<file path="src/rtl/control_unit.sv">
// K&S processor control unit: multi-cycle FSM that sequences fetch, decode and execute
// and drives every datapath strobe, the RAM write strobe and the halt indication.

package k_and_s_pkg;
  typedef enum logic [3:0] {
    I_NOP    = 4'd0,
    I_LOAD   = 4'd1,
    I_STORE  = 4'd2,
    I_MOVE   = 4'd3,
    I_ADD    = 4'd4,
    I_SUB    = 4'd5,
    I_AND    = 4'd6,
    I_OR     = 4'd7,
    I_BRANCH = 4'd8,
    I_BZERO  = 4'd9,
    I_BNZERO = 4'd10,
    I_BNEG   = 4'd11,
    I_BNNEG  = 4'd12,
    I_BOV    = 4'd13,
    I_BNOV   = 4'd14,
    I_HALT   = 4'd15
  } decoded_instruction_type;
endpackage

module control_unit
  import k_and_s_pkg::*;
#(
  parameter int INSTR_CNT_W = 16
) (
  input  logic                    clk,
  input  logic                    rst_n,
  input  decoded_instruction_type decoded_instruction,
  input  logic                    zero_op,
  input  logic                    neg_op,
  input  logic                    unsigned_overflow,
  input  logic                    signed_overflow,
  output logic                    branch,
  output logic                    pc_enable,
  output logic                    ir_enable,
  output logic                    addr_sel,
  output logic                    c_sel,
  output logic [1:0]              operation,
  output logic                    write_reg_enable,
  output logic                    flags_reg_enable,
  output logic                    ram_write_enable,
  output logic                    halt,
  output logic [INSTR_CNT_W-1:0]  instr_count
);

  typedef enum logic [3:0] {
    S_FETCH,
    S_FETCH_LD,
    S_DECODE,
    S_LOAD_ADDR,
    S_LOAD_WB,
    S_STORE,
    S_ALU,
    S_BR,
    S_HALT
  } state_t;

  state_t                 state_q, state_d;
  logic [INSTR_CNT_W-1:0] instr_count_q, instr_count_d;
  logic                   retire;
  logic                   branch_taken;

  // No instruction in this ISA branches on signed overflow.
  logic unused_signed_overflow;
  assign unused_signed_overflow = signed_overflow;

  always_comb begin
    branch_taken = 1'b0;
    unique case (decoded_instruction)
      I_BRANCH: branch_taken = 1'b1;
      I_BZERO:  branch_taken = zero_op;
      I_BNZERO: branch_taken = ~zero_op;
      I_BNEG:   branch_taken = neg_op;
      I_BNNEG:  branch_taken = ~neg_op;
      I_BOV:    branch_taken = unsigned_overflow;
      I_BNOV:   branch_taken = ~unsigned_overflow;
      default:  branch_taken = 1'b0;
    endcase
  end

  always_comb begin
    state_d = state_q;
    unique case (state_q)
      S_FETCH:     state_d = S_FETCH_LD;
      S_FETCH_LD:  state_d = S_DECODE;
      S_DECODE: begin
        unique case (decoded_instruction)
          I_LOAD:                                    state_d = S_LOAD_ADDR;
          I_STORE:                                   state_d = S_STORE;
          I_MOVE, I_ADD, I_SUB, I_AND, I_OR:         state_d = S_ALU;
          I_BRANCH, I_BZERO, I_BNZERO, I_BNEG,
          I_BNNEG, I_BOV, I_BNOV:                    state_d = S_BR;
          I_HALT:                                    state_d = S_HALT;
          default:                                   state_d = S_FETCH;
        endcase
      end
      S_LOAD_ADDR: state_d = S_LOAD_WB;
      S_LOAD_WB:   state_d = S_FETCH;
      S_STORE:     state_d = S_FETCH;
      S_ALU:       state_d = S_FETCH;
      S_BR:        state_d = S_FETCH;
      S_HALT:      state_d = S_HALT;
      default:     state_d = S_FETCH;
    endcase
  end

  // FETCH is only ever re-entered at the end of an instruction, so any such entry retires one.
  assign retire = (state_d == S_FETCH) && (state_q != S_FETCH);

  always_comb begin
    instr_count_d = instr_count_q;
    if (retire && (instr_count_q != {INSTR_CNT_W{1'b1}})) begin
      instr_count_d = instr_count_q + 1'b1;
    end
  end

  always_ff @(posedge clk or negedge rst_n) begin
    if (!rst_n) begin
      state_q       <= S_FETCH;
      instr_count_q <= '0;
    end else begin
      state_q       <= state_d;
      instr_count_q <= instr_count_d;
    end
  end

  // Strobes are a pure decode of the state so an async reset drops them without a clock edge.
  always_comb begin
    branch           = 1'b0;
    pc_enable        = 1'b0;
    ir_enable        = 1'b0;
    addr_sel         = 1'b0;
    c_sel            = 1'b0;
    operation        = 2'b00;
    write_reg_enable = 1'b0;
    flags_reg_enable = 1'b0;
    ram_write_enable = 1'b0;
    halt             = 1'b0;
    unique case (state_q)
      S_FETCH:     addr_sel = 1'b0;
      S_FETCH_LD:  ir_enable = 1'b1;
      S_DECODE:    pc_enable = 1'b1;
      S_LOAD_ADDR: addr_sel = 1'b1;
      S_LOAD_WB: begin
        addr_sel         = 1'b1;
        c_sel            = 1'b1;
        write_reg_enable = 1'b1;
      end
      S_STORE: begin
        addr_sel         = 1'b1;
        ram_write_enable = 1'b1;
      end
      S_ALU: begin
        write_reg_enable = 1'b1;
        unique case (decoded_instruction)
          I_ADD: begin operation = 2'b00; flags_reg_enable = 1'b1; end
          I_SUB: begin operation = 2'b11; flags_reg_enable = 1'b1; end
          I_AND: begin operation = 2'b01; flags_reg_enable = 1'b1; end
          I_OR:  begin operation = 2'b10; flags_reg_enable = 1'b1; end
          I_MOVE: operation = 2'b10;
          default: operation = 2'b00;
        endcase
      end
      S_BR: begin
        if (branch_taken) begin
          addr_sel  = 1'b1;
          branch    = 1'b1;
          pc_enable = 1'b1;
        end
      end
      S_HALT:  halt = 1'b1;
      default: halt = 1'b0;
    endcase
  end

  assign instr_count = instr_count_q;

endmodule
</file>
<file path="config.mk">
export PLATFORM = sky130hd
export DESIGN_NAME = control_unit
export DESIGN_NICKNAME = d
export VERILOG_FILES = /design/src/rtl/control_unit.sv
export SDC_FILE = /design/constraint.sdc
export NUM_CORES = 1
export LEC_CHECK = 0
export CORE_AREA = 2 2 55 57
export CTS_BUF_LIST = sky130_fd_sc_hd__clkbuf_2 sky130_fd_sc_hd__clkbuf_4 sky130_fd_sc_hd__clkbuf_8
export CTS_CLUSTER_DIAMETER = 200
export DETAILED_ROUTE_END_ITERATION = 6
export DIE_AREA = 0 0 57 59
export GPL_ROUTABILITY_DRIVEN = 0
export GPL_TIMING_DRIVEN = 0
export PLACE_DENSITY = 0.87
export SLEW_MARGIN = 20
export SYNTH_ARGS = -nofsm -noshare
export SYNTH_HDL_FRONTEND = slang
export SYNTH_SLANG_ARGS = --single-unit
</file>
<file path="constraint.sdc">
create_clock -name clk -period 2.04 [get_ports clk]
set_clock_uncertainty 0.1 [all_clocks]
set_input_delay 0.204 -clock clk [delete_from_list [all_inputs] [get_ports clk]]
set_output_delay 0.204 -clock clk [all_outputs]
set_load 0.01 [all_outputs]
</file>
Yosys cells after proc, flatten, opt, wreduce, memory -nomap -nowiden
Memory sizes are Yosys's and may differ from the RTL's.
Index checks and enable logic that the tools add are counted.
- input port bits: 10
- flip-flop bits (word level): 20
- memory bits (read-only): 64
- output and inout bits: 27
- word-level logic and storage cells: 52
- memories kept: 1
- bitwise logic cells: 3
- add/subtract/negate cells: 1
- mux-type cells: 15
- eq/ne operators: 21
- reduce and logical (&&, ||, !) cells: 9
- memories (name ; depth ; bits a word ; rd ports ; clocked after Yosys merged registers in ; wr ports ; line ; text):
    (no name shown) ; 16 ; 4 ; 1 ; 0 ; 0 ; 91 ; unique case (decoded_instruction)
- operators by type and width (kind ; count):
    $eq 4x3->1 const B ; 8
    $eq 4x4->1 const B ; 8
    $pmux 4 s5 ; 1
    $add 16x1->16 const B ; 1
    $ne 16x16->1 const B ; 1
    $eq 4x2->1 const B ; 3
    $mux 1 ; 9
    $logic_not 4->1 ; 2
    $pmux 1 s7 ; 1
    $pmux 2 s3 ; 1
    $eq 4x1->1 const B ; 1
    $pmux 1 s2 ; 2
    $reduce_bool 4->1 ; 1
    $reduce_or 2->1 ; 2
    $reduce_or 4->1 ; 1
    $not 1->1 ; 3
    $reduce_or 3->1 ; 1
    $logic_and 1x1->1 ; 2
    $mux 2 ; 1

Depth between registers and ports, before layout
Gate-level depths: netlist of run 1.
- word-level depth: 5
- gate-level depth with buffers: 7
- depth with buffers taken out: 7

Worst setup path after synthesis of run 1
No wires, ideal clock.
- kind: register -> register
- from: register instr_count_q[0] (netlist: instr_count[0])
- to: register instr_count_q[1] (netlist: instr_count[1])
- setup slack: 142 ps
- data arrival time: 1673 ps
- stages on the path, launching flop included: 7
- buffers on the path: 0
- library setup time: 125 ps
- clock period less this slack: 1898 ps
- cell sequence: dfrtp_1 ha_1 nand4_1 or4_1 o21a_2 nand2_1 mux2_2
- cells in the longest elaborated chain, start to end: 2
- elaborated cells on any way between the ends: 3
- those cells by class: 1 x add/sub; 1 x eq/ne; 1 x reduce/logical
- RTL lines (element ; line ; text):
    start, declared ; 63 ; logic [INSTR_CNT_W-1:0] instr_count_q, instr_count_d;
    start signal, assigned ; 127 ; instr_count_q <= instr_count_d;
    branches (longest 2 deep; another with $add 16x1->16) ; n/a ;
Several ways; the timed one is not identified.
A chain may end at the register's enable or synchronous reset.

Worst setup path in the final report of run 1
- from: input unsigned_overflow
- to: output pc_enable
- cells in the longest elaborated chain, start to end: 4
- RTL lines (element ; line ; text):
    start, declared ; 35 ; input logic unsigned_overflow,
    $not 1->1 ; 80 ; I_BNOV: branch_taken = ~unsigned_overflow;
    $pmux 1 s7 * ; 73 ; unique case (decoded_instruction)
    $mux 1 * ; 169 ; if (branch_taken) begin
    $pmux 1 s2 * ; 143 ; unique case (state_q)
    end, declared ; 38 ; output logic pc_enable,
Every way passes the cells marked *; elsewhere a longest branch is shown, timed or not.

==> run summary, run 1 <==
Ant. Diodes - 0
Post-Syn Area - 1320 µm²
Number of global-route vias before repair - 1217
Root Buffer - clkbuf_4
Worst-path maximum fanout - 3
Total Power - 1.96 mW
Chip Height - 59 µm
Die span in x - 57 µm
Setup_tns - 0 ns
Max VDD drop - 945 µV
Post-Place Cells - 204
Cells along the critical path - clkdlybuf4s50_1, mux2_4, a21oi_4, nor3_4, a21o_1, dlygate4sd2_1
Static Leak - 0.833 nW
DR DRC count - 0
Pwr Density - 1050 nW/µm²
Starting Density - 48.5%
Crit share post-route - 97.3%
Max cap viols - 0
First-pass GRT wire length - 5550 µm
Setup ws final - 0.0557 ns
GR Util All Layers - 20.8%
Final setup fails - 0
Largest area contributor in the netlist - dfrtp_1
Pre-CTS setup slack - -0.657 ns
Critical Path RT - 1.74 ns
Synthesized Nets - 156
Worst path depth - 6
Die Area - 3360 µm²
CP delay by family, top - buffers and inverters
Max Clk Rate - 504 MHz
Seq. cell area - 503 µm²
Final hold vios - 0
Hold Path Depth - 3
Non-Filler Instances - 215
Synth area leaders - dfrtp_1 (38%), xnor2_1 (8.7%), ha_1 (5.7%)
Worst Setup Start Kind - input port
CP Buf/Inv Count - 2
Dpl cell area - 1680 µm²
Part of the Yosys area used for sequential elements - 38.1%
Flops & latches, synth - 20
Crit Path Class - in2out
Post-DRT Antenna Nets - 0
Final hold slack - 0.152 ns
Top-area cell type share of the netlist area - 38.1%
Total gr overflow - 0
Run status - complete, no violations
Clk_lat worst skew - 0.31 ns
Mean number of vias per cell - 5.66
Reg2Reg Depth - 6
YS warnings - 0
Layout cells sized above 1 - 27.7%
Area delta synth->final - 42.3%
Reg clk slew, reported paths - 0.11 ns
Least-Margin Pin Slew - 0.848 ns
Port bufs - 33
H-tree depth - 1
DRT Pass-1 Iters - 4
Initial antenna violation count - 0
Multi-input gate area - 835 µm²
Syn Inst Count - 140
Delay of the slowest critical-path stage - 0.49 ns
Nets - 201
Slew headroom - 43.3%
Synthesized area per cell - 9.39 µm²
Slew Viols, Final - 0
Worst min path class - in2reg
Final design utilization - 69.1%
Clock sink total - 20
Detailed Route WL - 3230 µm
Clock buffer depth - 2
Critical path's slowest cell - clkdlybuf4s50_1
Most frequent cells in the layout - clkdlybuf4s50_1 (20), dfrtp_1 (18), xnor2_1 (13)
I/O pins - 37
Final period demand of the worst path - 1.98 ns
Final instance area - 1870 µm²
Fill cells - 221
CTS tree - built
Crit end category - output pin
Post-DP HPWL - 2310 µm
Yosys cell types - 39
WL per Instance - 15.0 µm
Core ar. - 2710 µm²
CP Data Arrival Time - 1.68 ns
Starting DRC count in detailed routing - 31
Largest net degree at the start of global routing - 21
CTS Buf Count - 3
Vias post-DR - 1216
Site Rows - 19
Commonest non-fill, non-tap cell in the layout - clkdlybuf4s50_1
## kinds of logic after synthesis
| family | share of synthesized area, % |
|---|---|
| AND/OR/NAND/NOR | 28.3 |
| AO/OA/AOI/OAI | 9.99 |
| multiplexers | 4.19 |
| flip-flops | 38.1 |
| buffers and inverters | 5.14 |
| adder cells (fa/ha/maj) | 5.71 |
| XOR/XNOR | 8.66 |
## timing repair
| action | 4_1_cts | 5_1_grt |
|---|---|---|
| hold buffers | 0 | 0 |
| setup buffers | 6 | 1 |
| setup endpoints to repair | 16 | 14 |
| pin swaps | 3 | 5 |
| gates resized for setup | 31 | 22 |
## where the power goes
part	switching [mW]	leakage [nW]	internal (mW)
Sequential	0.108	0.262	0.487
Clock	0.129	0.0279	0.199
Combinational	0.525	0.543	0.510
Total	0.762	0.833	1.20
## worst reg2reg max path, delay by kind of cell (launching register included)
kind	cells	cell delay, ns
flip-flops	1	0.45
AO/OA/AOI/OAI	2	0.27
buffers and inverters	1	0.16
multiplexers	1	0.34
AND/OR/NAND/NOR	2	0.54
## cell usage after synthesis
cell	count
o21bai_1	2
nand4_1	10
nand3_1	10
clkbuf_8	1
a31o_2	1
nor3b_1	1
nand2b_1	4
and3_1	5
inv_1	6
nor4b_1	1
buf_4	1
or3b_1	1
o21a_2	1
clkbuf_2	1
clkbuf_1	2
o31ai_1	1
or4_1	2
a22oi_1	1
ha_1	6
buf_6	1
o22ai_1	1
nand2_1	7
a41oi_2	1
nand4b_1	3
a211oi_1	1
dfrtp_1	20
a21o_1	1
nor2_1	11
a21boi_0	1
nor3_1	5
mux2_2	4
and4_2	1
o32ai_1	1
nor2b_1	2
a21oi_1	6
and3_2	2
xnor2_1	13
nor4_1	1
mux2i_1	1
## path summary, 6_finish.rpt
check                                  startpoint               to  slack [ns]
max in group asynchronous                   rst_n   instr_count[0]        0.99
min in group asynchronous                   rst_n  instr_count[12]        0.26
max reg2reg                            state_q[0]  instr_count[15]        0.07
min                        decoded_instruction[3]       state_q[1]        0.15
min reg2reg                        instr_count[0]   instr_count[0]        0.42
max                             unsigned_overflow        pc_enable        0.06
## routing by layer
metal,wire [µm],GRT usage [%],vias to the layer above
met1,1360,25.1,572
met4,44,7.97,0
met2,1660,38.4,39
met3,168,2.18,5
met5,0,0,-
li1,-,-,600
## flip-flops by register name, indices dropped and copies added (netlist names)
register,count
state_q,4
instr_count,16
## final cells by class
| class | count | area share, % |
|---|---|---|
| Clock buffer | 3 | 1.20 |
| Timing Repair Buffer | 40 | 19.3 |
| Clock inverter | 1 | 1.60 |
| Inverter | 6 | 1.20 |
| Multi-Input combinational cell | 108 | 44.6 |
| Buffer | 6 | 3.14 |
| Tap cell | 31 | 2.07 |
| Sequential cell | 20 | 26.9 |
Note: power is estimated with default switching activity, not from simulation.
==> run 2, diff against run 1 <==
MAX_ROUTING_LAYER = met4   (was not set)
==> run 2 against run 1 <==
Effect of this change: cell count unchanged; critical path type unchanged; flip-flop and latch count unchanged; sequential power is essentially flat; largest power group unchanged.
==> run summary, run 2 (synthesis results as in run 1) <==
Run status - complete, no violations (unchanged)
Pwr Density - 1050 nW/µm² (about the same)
Clk_lat worst skew - 0.31 ns (about the same)
Mean number of vias per cell - 5.67 (was 5.66)
Post-DP HPWL - 2310 µm (unchanged)
Worst min path class - in2reg (unchanged)
Total Power - 1.96 mW (about the same)
CTS Buf Count - 3 (unchanged)
Slew headroom - 43.2% (was 43.3%)
Starting DRC count in detailed routing - 31 (unchanged)
Post-DRT Antenna Nets - 0 (unchanged)
Max reg flops - 16 (unchanged)
Ant. Diodes - 0 (unchanged)
Root Buffer - clkbuf_4 (unchanged)
Critical Path RT - 1.74 ns (about the same)
Core ar. - 2710 µm² (unchanged)
Die Area - 3360 µm² (unchanged)
Site Rows - 19 (unchanged)
CTS tree - built (unchanged)
Starting Density - 48.5% (unchanged)
Post-CTS Hold Buffers - 0 (unchanged)
Fill cells - 221 (unchanged)
WL per Instance - 15.0 µm (about the same)
Largest net degree at the start of global routing - 21 (unchanged)
Layout cells sized above 1 - 27.7% (unchanged)
Final hold slack - 0.152 ns (about the same)
Hold_sp - decoded_instruction[3] (unchanged)
Max VDD drop - 943 µV (was 945 µV)
Port bufs - 33 (unchanged)
GR Util All Layers - 21.5% (was 20.8%)
Total gr overflow - 0 (unchanged)
Reg clk slew, reported paths - 0.11 ns (about the same)
Slew Viols, Final - 0 (unchanged)
CP delay by family, top - buffers and inverters (unchanged)
Most frequent cells in the layout - clkdlybuf4s50_1 (20), dfrtp_1 (18), xnor2_1 (13) (unchanged)
Max Clk Rate - 504 MHz (unchanged)
R2R Path Start - state_q[0] (unchanged)
Final hold vios - 0 (unchanged)
Post-Place Cells - 204 (unchanged)
Vias post-DR - 1218 (was 1216)
Number of global-route vias before repair - 1219 (was 1217)
Delay of the slowest critical-path stage - 0.49 ns (about the same)
Crit end category - output pin (unchanged)
First-pass GRT wire length - 5550 µm (unchanged)
Max cap viols - 0 (unchanged)
CP Data Arrival Time - 1.68 ns (about the same)
Static Leak - 0.833 nW (unchanged)
DR DRC count - 0 (unchanged)
Detailed Route WL - 3230 µm (about the same)
Critical path's slowest cell - clkdlybuf4s50_1 (unchanged)
Setup_tns - 0 ns (unchanged)
I/O pins - 37 (unchanged)
Cells along the critical path - clkdlybuf4s50_1, mux2_4, a21oi_4, nor3_4, a21o_1, dlygate4sd2_1 (unchanged)
Clock buffer depth - 2 (unchanged)
Worst Setup Start Kind - input port (unchanged)
Commonest non-fill, non-tap cell in the layout - clkdlybuf4s50_1 (unchanged)
Initial antenna violation count - 0 (unchanged)
Chip Height - 59 µm (unchanged)
Least-Margin Pin Slew - 0.849 ns (was 0.848 ns)
Clock sink total - 20 (unchanged)
Area delta synth->final - 42.3% (unchanged)
Die span in x - 57 µm (unchanged)
Worst-path maximum fanout - 3 (unchanged)
Final setup fails - 0 (unchanged)
Crit path launch - unsigned_overflow (unchanged)
Final design utilization - 69.1% (unchanged)
H-tree depth - 1 (unchanged)
Non-Filler Instances - 215 (unchanged)
Crit Path Class - in2out (unchanged)
Final period demand of the worst path - 1.98 ns (unchanged)
Nets - 201 (unchanged)
DRT Pass-1 Iters - 4 (unchanged)
Crit share post-route - 97.3% (unchanged)
CP Buf/Inv Count - 2 (unchanged)
==> run 2: cell counts in the layout (fill, tap and decap cells not counted) <==
No cell type changed its count.
==> run 2: worst register-to-register path, delay by kind of cell, from the launching register on <==
kind            cells  cell delay (ns)
compound gates      2             0.27
flops               1             0.45
simple gates        2             0.54
mux                 1             0.34
buf+inv             1             0.16
==> run 2: power breakdown <==
group	total (mW)	internal, mW	switching (mW)
clock network	0.327	0.199	0.129
registers	0.598	0.487	0.110
logic	1.03	0.510	0.525
==> run 2: cell type report <==
type	count	area, µm²	share of cell area, %
timing repair buffer	40	362	19.3
tap	31	38.8	2.07
inverter	6	22.5	1.20
clock inverter	1	30.0	1.60
clock buffer	3	22.5	1.20
multi-input combinational	108	835	44.6
sequential	20	503	26.9
buffer	6	58.8	3.14
==> run 2: per-stage QoR <==
stage,instance area [µm²],worst slack (ns)
floorplan,1320,0.142
global route,1870,-0.00447
detailed placement,1680,-0.657
global placement,1680,-0.601
finish,1870,0.0557
CTS,1830,0.000200
==> run 2: per-layer routing <==
layer,up-vias,track usage (%),share of wire (%)
li1,601,-,-
met1,575,25.2,43
met2,37,38.4,51
met3,5,1.97,4.9
met4,0,7.97,1.3
met5,-,-,0
==> run 2: path summary, 6_finish.rpt <==
path | slack [ns] | to | depth (start not counted)
min reg2reg | 0.43 | instr_count[0] | 1
min | 0.15 | state_q[1] | 3
max in group asynchronous | 0.99 | instr_count[0] | 1
max | 0.06 | pc_enable | 6
max reg2reg | 0.08 | instr_count[15] | 6
min in group asynchronous | 0.26 | instr_count[12] | 1
==> run 2: repair_timing <==
action | 4_1_cts | 5_1_grt
setup buffers | 6 | 1
resized for setup | 31 | 22
pin swaps | 3 | 5
endpoints found under the setup margin | 16 | 14
